`src/rtl/product_deserializer.sv`:
```
// ---------------------------------------------------------------------------
// product_deserializer
//   Downstream stage of the serial shift multiplier. Collects the LSB-first
//   product bit stream into a parallel magnitude word, applies the result sign
//   fx^fy (sign-magnitude -> two's complement) and presents the signed product
//   on a valid/ready handshake. Frame boundaries are checked against z_done.
//
//   Parameters
//     PROD_W       magnitude bits per product frame (must be >= 2)
//
//   Ports
//     clk          system clock, rising edge
//     rst          asynchronous active-low reset
//     z_serial     product bit, LSB first
//     z_bit_valid  z_serial is valid this cycle
//     z_done       last bit of a frame, qualified by z_bit_valid
//     fx, fy       operand signs, sampled with the first bit of a frame
//     p_data       signed two's-complement product, PROD_W+1 bits
//     p_valid      p_data holds a complete product
//     p_ready      consumer accepts p_data when p_valid && p_ready
//     busy         a frame is being collected
//     frame_err    sticky framing error (early/missing z_done, dropped bit)
//     err_clr      synchronous clear of frame_err
// ---------------------------------------------------------------------------
module product_deserializer #(
    parameter int unsigned PROD_W = 23
) (
    input  logic            clk,
    input  logic            rst,
    input  logic            z_serial,
    input  logic            z_bit_valid,
    input  logic            z_done,
    input  logic            fx,
    input  logic            fy,
    output logic [PROD_W:0] p_data,
    output logic            p_valid,
    input  logic            p_ready,
    output logic            busy,
    output logic            frame_err,
    input  logic            err_clr
);

    localparam int unsigned CNT_W = (PROD_W > 1) ? $clog2(PROD_W) : 1;

    typedef enum logic [1:0] {
        IDLE,
        SHIFT,
        HOLD
    } state_t;

    state_t              state;
    logic [CNT_W-1:0]    cnt;
    logic [PROD_W-1:0]   shreg;
    logic                sign;

    logic                last_bit;
    logic                hold_xfer;
    logic                start_ok;
    logic                err_set;
    logic [PROD_W-1:0]   word_next;
    logic [PROD_W:0]     mag_next;
    logic [PROD_W:0]     prod_next;

    always_comb begin
        last_bit  = (cnt == CNT_W'(PROD_W - 1));
        hold_xfer = (state == HOLD) && p_valid && p_ready;

        // A new frame starts from IDLE, or from HOLD when the pending word is
        // handed off in the same cycle (back-to-back frames, no bubble).
        // A first bit that already carries z_done is a framing error and does
        // not start a frame.
        start_ok  = z_bit_valid && !z_done && ((state == IDLE) || hold_xfer);

        // Upper bits of shreg are cleared when a frame starts, so OR-ing the
        // incoming bit in at position cnt builds the word LSB first.
        word_next = shreg | (PROD_W'(z_serial) << cnt);
        mag_next  = {1'b0, word_next};
        prod_next = sign ? ((~mag_next) + {{PROD_W{1'b0}}, 1'b1}) : mag_next;

        err_set = 1'b0;
        case (state)
            IDLE:    err_set = z_bit_valid && z_done;
            SHIFT:   err_set = z_bit_valid && (last_bit != z_done);
            HOLD:    err_set = z_bit_valid && (!hold_xfer || z_done);
            default: err_set = 1'b0;
        endcase

        busy = (state == SHIFT);
    end

    always_ff @(posedge clk or negedge rst) begin
        if (!rst) begin
            state     <= IDLE;
            cnt       <= '0;
            shreg     <= '0;
            sign      <= 1'b0;
            p_data    <= '0;
            p_valid   <= 1'b0;
            frame_err <= 1'b0;
        end else begin
            // Setting wins over a simultaneous clear.
            if (err_set) begin
                frame_err <= 1'b1;
            end else if (err_clr) begin
                frame_err <= 1'b0;
            end

            case (state)
                IDLE: begin
                    // Frame start handled below.
                end
                SHIFT: begin
                    if (z_bit_valid) begin
                        if (last_bit) begin
                            // Word is output even if z_done was missing.
                            p_data  <= prod_next;
                            p_valid <= 1'b1;
                            cnt     <= '0;
                            state   <= HOLD;
                        end else if (z_done) begin
                            // Early z_done: discard the partial word.
                            cnt   <= '0;
                            state <= IDLE;
                        end else begin
                            shreg <= word_next;
                            cnt   <= cnt + CNT_W'(1);
                        end
                    end
                end
                HOLD: begin
                    if (hold_xfer) begin
                        p_valid <= 1'b0;
                        state   <= IDLE;
                    end
                end
                default: begin
                    state <= IDLE;
                end
            endcase

            // Shared frame-start action for IDLE and HOLD-with-transfer; placed
            // last so its state update overrides the HOLD->IDLE move above.
            if (start_ok) begin
                shreg <= PROD_W'(z_serial);
                sign  <= fx ^ fy;
                cnt   <= CNT_W'(1);
                state <= SHIFT;
            end
        end
    end

endmodule

```
`config.mk`:
```
export PLATFORM = sky130hd
export DESIGN_NAME = product_deserializer
export DESIGN_NICKNAME = d
export VERILOG_FILES = /design/src/rtl/product_deserializer.sv
export SDC_FILE = /design/constraint.sdc
export NUM_CORES = 1
export LEC_CHECK = 0
export ABC_CLOCK_PERIOD_IN_PS = 3000
export CORE_ASPECT_RATIO = 0.6
export CORE_UTILIZATION = 40
export DETAILED_ROUTE_END_ITERATION = 7
export GPL_TIMING_DRIVEN = 0
export PLACE_DENSITY = 0.63
export SLEW_MARGIN = 15
export SYNTH_ARGS = -nofsm -noshare
export SYNTH_HDL_FRONTEND = slang
export SYNTH_SLANG_ARGS = --single-unit
export TNS_END_PERCENT = 1
```
`constraint.sdc`:
```
create_clock -name clk -period 3 [get_ports clk]
set_input_delay 0.3 -clock clk [delete_from_list [all_inputs] [get_ports clk]]
set_output_delay 0.3 -clock clk [all_outputs]
set_load 0.05 [all_outputs]
```
==> summary.md, run 1 <==
| Metric | Value |
|---|---|
| Sum of net half-perimeters after detailed placement | `around 8000 µm` |
| Kind of start point of the critical path | `register` |
| Power per cell area | `872 nW/µm²` |
| Share of the yosys chip area belonging to registers | `between 40% and 50%` |
| EDFF count, synth | `0` |
| Length in cells of the worst reg-to-reg path | `8` |
| Clock buffer count from CTS | `9` |
| Worst Tran Pin Value | `approximately 1100 ps` |
| Category of the most critical setup path | `reg -> reg` |
| Max Clk Rate | `~0.35 GHz` |
| Lkg Pwr | `between 1.5 and 2 nW` |
| CP arrival | `~3100 ps` |
| Number of antenna-violating nets in the routed design | `0` |
| Std-Cell Rows | `26` |
| GP Congestion | `0.905` |
| Buffer and inverter count on the worst path | `3` |
| CTS Root Buffer Type | `sky130_fd_sc_hd__clkbuf_16` |
| Effective utilization at floorplan | `41.4%` |
| Critical path fanouts, max | `8` |
| Gate family responsible for the most delay along the worst path | `simple AND/OR/NAND/NOR gates` |
| Largest net degree at the start of global routing | `between 50 and 60` |
| Most area-consuming cells after synthesis | `sky130_fd_sc_hd__dfrtp_1, sky130_fd_sc_hd__nor2_1, sky130_fd_sc_hd__a21oi_1` |
| Skew final | `about 5.0 ps` |
| Top-area cell type share of the netlist area | `40.2%` |
| Worst r2r src | `cnt[1]` |
| Residual DRC | `0` |
| CP max-delay cell | `sky130_fd_sc_hd__or4_1` |
| Post-synth top flop | `sky130_fd_sc_hd__dfrtp_1` |
| Routed vias | `~3500` |
| I/O pin total | `36` |
| Path type of the worst min-delay path | `in -> async` |
| Overall routing resource usage | `about 26%` |
| CTS Hold Buffers Added | `0` |
| CTS tree | `built` |
| Clock edge transition at the registers on the reported setup and hold paths | `50 ps` |
| Synthesis-stage register bit count | `57` |
| Congestion Overflow GR | `0` |
| Syn_area_per_cell | `8.71 µm²` |
| Synthesized net count | `423` |
| Latest clock arrival within the worst-skew pair | `330 ps` |
| Register-to-Register Setup Slack | `roughly 110 ps` |
| Proportion of layout cells with a drive suffix above 1 | `about an eighth` |
| Area Growth Syn to Fin | `24.6%` |
| Critical path's largest stage delay | `between 500 and 600 ps` |
| Number of DRC violations after detailed-routing iteration 0 | `370` |
| Synth async-reset ratio | `between 90% and 100%` |
| Std-Cell Core Area | `8560 µm²` |
| Relative slew slack | `24.4%` |
| Kind of capture point of the worst setup path | `register` |
| Unrepaired setup endpoints after global routing | `yes` |
| Antenna violations before repair | `0` |
| IR Drop Worst-Case VDD | `0.000457 V` |
| Worst endpoint required time | `3230 ps` |
| Final WL | `between 10000 and 15000 µm` |
| Count of warnings emitted by yosys | `0` |
| Nets@finish | `approximately 470` |
| Horiz. Die Dim | `~120 µm` |
| Launching element of the worst setup path | `cnt[1]` |
| Post-synthesis cell area | `approximately 3500 µm²` |
| Number of endpoints with negative hold slack in the final report | `0` |
| Count of distinct cell types in the synthesized netlist | `66` |
| Critical path endpoint | `p_data[19]` |
| Global-route wire length before repair | `~17000 µm` |
| Count of port buffers added during placement | `34` |
| Die Footprint | `slightly above 9000 µm²` |
| Post-synth top area cell | `sky130_fd_sc_hd__dfrtp_1` |
| Bufs on Longest Clock Path | `2` |
| Non-filler cells in the finished layout | `between 500 and 600` |
| Final slew viol count | `0` |
| Antenna cells | `0` |
| Worst R2R End | `p_data[19]` |
| Syn Inst Count | `407` |
| Number of global-route vias before repair | `roughly 3200` |
| Crit path time final | `2890 ps` |
| Number of cells after detailed placement | `~550` |
| Outcome | `complete, no violations` |
| Per-cell routed wire length | `19.5 µm` |
| Logic depth of the worst setup path including buffers | `8` |
| Count of endpoints failing setup in the final report | `0` |
| List of cells traversed by the critical path | `buf_4 > and4b_1 > buf_2 > a211o_4 > or4_1 > buf_2 > or4_1 > o211ai_1` |
| Post-route fraction of the period consumed by the critical path | `a little over nine tenths` |
| Number of detailed-routing iterations run before antenna repair | `6` |
| Number of max-cap violations | `0` |
| H-tree depth reported by CTS | `3` |
| Number of sinks on the clock net | `57` |
| Overall power consumption | `3.85 mW` |
| Filler cell count in the final layout | `roughly 800` |
| Chip Height | `approximately 75 µm` |
| Post-DR vias/cell | `approximately 6.2` |
## per-stage QoR
step	setup TNS, ps	worst slack, ps	utilization (%)	hold slack, ps	cell area [µm²]
after floorplan	0	269	-	4.41	3550
after global placement	-31160	-598	47.1	465	4030
after detailed placement	-18300	-609	47.0	418	4020
after CTS	-37.0	-37.0	51.0	64.4	4360
after global routing	-26.2	-26.2	51.6	96.5	4420
final	0	109	51.6	41.1	4420
## what timing repair did
action / in CTS / in global routing
gates cloned: 0 / 0
gates resized for setup: 15 / 22
setup buffers: 1 / 0
setup endpoints to repair: 47 / 35
pin swaps: 1 / 2
## kinds of logic (layout without fill, tap and decap cells)
| kind of cell | count (synthesis) | after routing | synth area share (%) |
|---|---|---|---|
| fa+ha+maj | 7 | 7 | 2.47 |
| xor+xnor | 10 | 10 | 2.47 |
| simple gates | 153 | 153 | 23.0 |
| compound gates | 134 | 134 | 26.3 |
| buf+inv | 45 | 96 | 5.29 |
| flops | 57 | 57 | 40.2 |
| mux | 1 | 1 | 0.282 |
## routing by layer
layer | track usage, % | vias to the layer above | share of wire (%)
li1 | - | 1618 | -
met1 | 37.3 | 1727 | 49
met2 | 38.2 | 152 | 42
met3 | 5.91 | 13 | 8.8
met4 | 7.36 | 0 | 0.76
met5 | 0 | - | 0
## worst min path at each step
stage          cells after the start  slack [ps]        end      start
2_1_floorplan                      0           4     cnt[0]        rst
3_3_place_gp                       2         460  p_data[4]  p_data[4]
3_5_place_dp                       1         420   shreg[3]        rst
4_1_cts                            1          60   shreg[1]        rst
5_1_grt                            1         100  p_data[4]        rst
6_report                           1          40   shreg[1]        rst
## Yosys cell counts (all sizes together) (4+ instances only)
cell type,n
inv,12
a211o,4
a21o,13
nand3,6
buf,8
or4,7
nand4,4
o21ai,22
dfrtp,57
nor3b,4
ha,7
nor2,41
a21oi,27
and3,5
a31oi,15
nor3,16
nand2b,4
clkbuf,25
nor4,6
nand2,34
xnor2,7
and4b,5
o211ai,7
o31ai,8
## cell usage in the layout, fill, tap and decap left out, types with 8 or more instances in the layout
master	n
sky130_fd_sc_hd__a21oi_1	27
sky130_fd_sc_hd__nand2_1	34
sky130_fd_sc_hd__o21ai_0	22
sky130_fd_sc_hd__a31oi_1	15
sky130_fd_sc_hd__dfrtp_1	57
sky130_fd_sc_hd__clkdlybuf4s50_1	33
sky130_fd_sc_hd__clkbuf_2	8
sky130_fd_sc_hd__clkbuf_1	14
sky130_fd_sc_hd__o31ai_1	8
sky130_fd_sc_hd__a21o_1	12
sky130_fd_sc_hd__nor2_1	40
sky130_fd_sc_hd__nor3_1	13
sky130_fd_sc_hd__clkbuf_16	9
sky130_fd_sc_hd__inv_1	11
## where the power goes
part	internal, mW	switching [mW]	total (mW)
sequential	0.857	0.0887	0.945
clock	0.640	0.381	1.02
combinational	0.640	1.25	1.89
## worst register-to-register path: stages, from the launching register on
cell and delay (ps):
sky130_fd_sc_hd__dfrtp_1 390, sky130_fd_sc_hd__buf_4 170, sky130_fd_sc_hd__and4b_1 200, sky130_fd_sc_hd__buf_2 190
sky130_fd_sc_hd__a211o_4 410, sky130_fd_sc_hd__or4_1 540, sky130_fd_sc_hd__buf_2 200, sky130_fd_sc_hd__or4_1 550
sky130_fd_sc_hd__o211ai_1 140
## sequential cells by signal, summed over array words and instances, names as in the netlist
register and flops:
p_valid 1, sign 1, p_data 24, frame_err 1, state 2, shreg 23
cnt 5
## cell type report
cell class,count,area (µm²),area share (%)
Buffer,33,166,3.77
Timing Repair Buffer,35,345,7.82
Tap cell,112,140,3.17
Clock buffer,9,225,5.10
Multi-Input combinational cell,305,2000,45.2
Inverter,12,45.0,1.02
Sequential cell,57,1430,32.3
Clock inverter,7,71.3,1.61
No activity file was read; power rests on OpenSTA's default activity.
==> run 2, diff against run 1 <==
Settings changed: CORE_UTILIZATION 40 to 57, PLACE_DENSITY 0.63 to 0.83, SETUP_SLACK_MARGIN from default to 0.5.
==> run 2 against run 1 <==
The run now ends with hold timing left. Fmax increased by 4.8%. Sequential share of layout area is 0.97 points lower. Hold slack got worse by 56 ps. First-iteration DRC count rose by 19%. Flip-flop and latch count did not move. Non-clock buffer count grew 23. Critical endpoint is now p_data[14]. Largest cell class unchanged. Largest power group unchanged.
==> summary.md, run 2 (synthesis gave the netlist of run 1 again) <==
| Metric | Value |
|---|---|
| Outcome | `complete, but fails checks` |
| Failing checks | `hold timing` |
| Top reg by flops | `p_data` |
| Effective utilization at floorplan | `61.3% (+20 points)` |
| GP Congestion | `0.938 (+3.7%)` |
| Proportion of layout cells with a drive suffix above 1 | `17.7% (+5.4 points)` |
| Post-route fraction of the period consumed by the critical path | `91.9% (-4.4 points)` |
| Overall power consumption | `4.04 mW (+4.8%)` |
| Fin Hold WS | `-14.7 ps (-55.8 ps)` |
| Post-DR vias/cell | `6.81 (+11%)` |
| Power per cell area | `885 nW/µm² (+1.5%)` |
| Std-Cell Rows | `21 (-19%)` |
| Max Clk Rate | `0.363 GHz (+4.8%)` |
| Area of the multi-input gates | `2040 µm² (+1.9%)` |
| Count of endpoints failing setup in the final report | `0 (unchanged)` |
| Number of DRC violations after detailed-routing iteration 0 | `442 (+19%)` |
| Final WL | `11900 µm (+6.8%)` |
| Per-cell routed wire length | `21.2 µm (+8.5%)` |
| Post-route standard cell area excluding fillers | `4560 µm² (+3.2%)` |
| Cell area after placement | `4020 µm² (about the same)` |
| Path type of the worst min-delay path | `in -> async` |
| Clock edge transition at the registers on the reported setup and hold paths | `70 ps (+20 ps)` |
| Crit path time final | `2760 ps (-132 ps)` |
| Horiz. Die Dim | `104 µm (-16%)` |
| Internal cell power | `2.23 mW (+4.3%)` |
| Flop pwr share | `23.5% (-1.0 points)` |
| Clock network power share | `19.6% (-6.9 points)` |
| Sum of net half-perimeters after detailed placement | `7800 µm (-2.0%)` |
| Register-to-Register Setup Slack | `240 ps (+130 ps)` |
| Category of the most critical setup path | `reg -> reg` |
| Worst Tran Pin Value | `817 ps (-301 ps)` |
| Kind of start point of the critical path | `register` |
| Commonest non-fill, non-tap cell in the layout | `sky130_fd_sc_hd__dfrtp_1` |
| Filler cell count in the final layout | `381 (-52%)` |
| CTS Hold Buffers Added | `0 (unchanged)` |
| Final slew viol count | `0 (unchanged)` |
| Worst endpoint required time | `3250 ps (+20 ps)` |
| Combinational share of power | `56.9% (+7.9 points)` |
| IR Drop Worst-Case VDD | `0.000599 V (+31%)` |
| Routed vias | `3822 (+8.9%)` |
| Registers with the highest flip-flop counts | `p_data: 24 flops, shreg: 23 flops, cnt: 5 flops` |
| Number of detailed-routing iterations run before antenna repair | `5 (-1)` |
| Skew final | `9.61 ps (+4.61 ps)` |
| Number of sinks on the clock net | `57 (unchanged)` |
| Antenna cells | `0 (unchanged)` |
| I/O pin total | `36 (unchanged)` |
| CTS tree | `built` |
| Number of endpoints with negative hold slack in the final report | `13 (+13)` |
| CTS Root Buffer Type | `sky130_fd_sc_hd__clkbuf_8` |
| Std-Cell Core Area | `5780 µm² (-32%)` |
| Critical path fanouts, max | `10 (+2)` |
| CP arrival | `3000 ps (-120 ps)` |
| Unrepaired setup endpoints after global routing | `yes` |
| Overall routing resource usage | `36.5% (+11 points)` |
| Relative slew slack | `45.1% (+21 points)` |
| Chip Height | `63.1 µm (-16%)` |
| Number of global-route vias before repair | `3533 (+10%)` |
| H-tree depth reported by CTS | `3 (unchanged)` |
| Largest net degree at the start of global routing | `58 (unchanged)` |
| Kind of capture point of the worst setup path | `register` |
| Commonest non-fill, non-tap cells in the layout | `sky130_fd_sc_hd__dfrtp_1, sky130_fd_sc_hd__nor2_1, sky130_fd_sc_hd__nand2_1, sky130_fd_sc_hd__clkdlybuf4s50_1, sky130_fd_sc_hd__buf_4` |
| Clock buffer count from CTS | `9 (unchanged)` |
| Lkg Pwr | `2.07 nW (+5.3%)` |
| Max FFs per register | `24 (unchanged)` |
| Power dissipated by switching net loads | `1.81 mW (+5.4%)` |
| Bufs on Longest Clock Path | `2 (unchanged)` |
| Count of port buffers added during placement | `34 (unchanged)` |
| Global-route wire length before repair | `18000 µm (+3.7%)` |
| Switching share of total power | `44.8% (+0.28 points)` |
| Number of max-cap violations | `0 (unchanged)` |
| Latest clock arrival within the worst-skew pair | `360 ps (+30 ps)` |
| Nets@finish | `492 (+4.9%)` |
| Congestion Overflow GR | `0 (unchanged)` |
| FF/Latch Area | `1430 µm² (about the same)` |
| Residual DRC | `0 (unchanged)` |
| Number of antenna-violating nets in the routed design | `0 (unchanged)` |
| Area Growth Syn to Fin | `28.6%` |
| Die Footprint | `6550 µm² (-29%)` |
| Antenna violations before repair | `0 (unchanged)` |
## run 2: cell count changes in the layout (fill, tap and decap cells not counted), sizes merged
cell | before | now
clkinvlp | 3 | 1
dlygate4sd2 | 0 | 1
bufinv | 1 | 2
clkdlybuf4s50 | 33 | 32
buf | 11 | 38
clkbuf | 33 | 30
## run 2: repair_timing
action,in CTS,in global routing
gates resized for setup,33,17
buffers inserted,15,9
endpoints found under the setup margin,55,55
pin swaps,8,13
## run 2: routing by layer
layer,up-vias,track usage (%),wire [µm],part of all wire [%]
li1,1666,-,-,-
met1,1818,49.3,4950,42
met2,295,52.3,5050,42
met3,43,15.4,1550,13
met4,0,13.4,335,2.8
met5,-,0,0,0
## run 2: path summary, 6_finish.rpt
kind                       cells after the start         end         from
setup / recovery                               9  p_data[14]       cnt[0]
hold / removal                                 1   frame_err          rst
max in group asynchronous                      1  p_data[16]          rst
setup reg to reg                               9  p_data[14]       cnt[0]
min in group clk                               2      cnt[3]  z_bit_valid
hold reg to reg                                2   p_data[9]    p_data[9]
## run 2: per-stage QoR
step / worst slack, ps / setup TNS, ps / util (%) / cells
after floorplan: 487 / 0 / - / 407
after global placement: -374 / -12630 / 69.6 / 521
after detailed placement: -420 / -7400 / 69.5 / 521
after CTS: 315 / 0 / 76.8 / 552
after global routing: 161 / 0 / 78.9 / 561
final: 242 / 0 / 78.9 / 561
## run 2: area by class of cell
| type | instances | share of cell area (%) |
|---|---|---|
| well taps | 80 | 2.20 |
| plain buffers | 33 | 4.83 |
| inverters | 12 | 1.04 |
| flip-flops and latches | 57 | 31.3 |
| clock inverters | 6 | 1.81 |
| repair buffers | 58 | 11.3 |
| multi-input cells | 305 | 44.7 |
| clock buffers | 10 | 2.80 |
## run 2: worst max-delay path, cell delays in order, from the launching register on
cell and delay (ps):
sky130_fd_sc_hd__dfrtp_1 430, sky130_fd_sc_hd__buf_4 200, sky130_fd_sc_hd__nor2b_2 220, sky130_fd_sc_hd__a21oi_2 170, sky130_fd_sc_hd__ha_2 220, sky130_fd_sc_hd__nor3b_4 280
sky130_fd_sc_hd__nand4_1 240, sky130_fd_sc_hd__a211o_1 370, sky130_fd_sc_hd__o2111a_1 250, sky130_fd_sc_hd__a221o_1 260
## run 2: power groups by stage
stage          combinational, mW  clock, mW  sequential [mW]
6_report                    2.30      0.791            0.949
5_1_grt                     2.41      0.835            0.955
3_5_place_dp                1.73          0            0.953
3_3_place_gp                1.71          0            0.949
4_1_cts                     2.01      0.792            0.939
2_1_floorplan               1.19          0             1.01
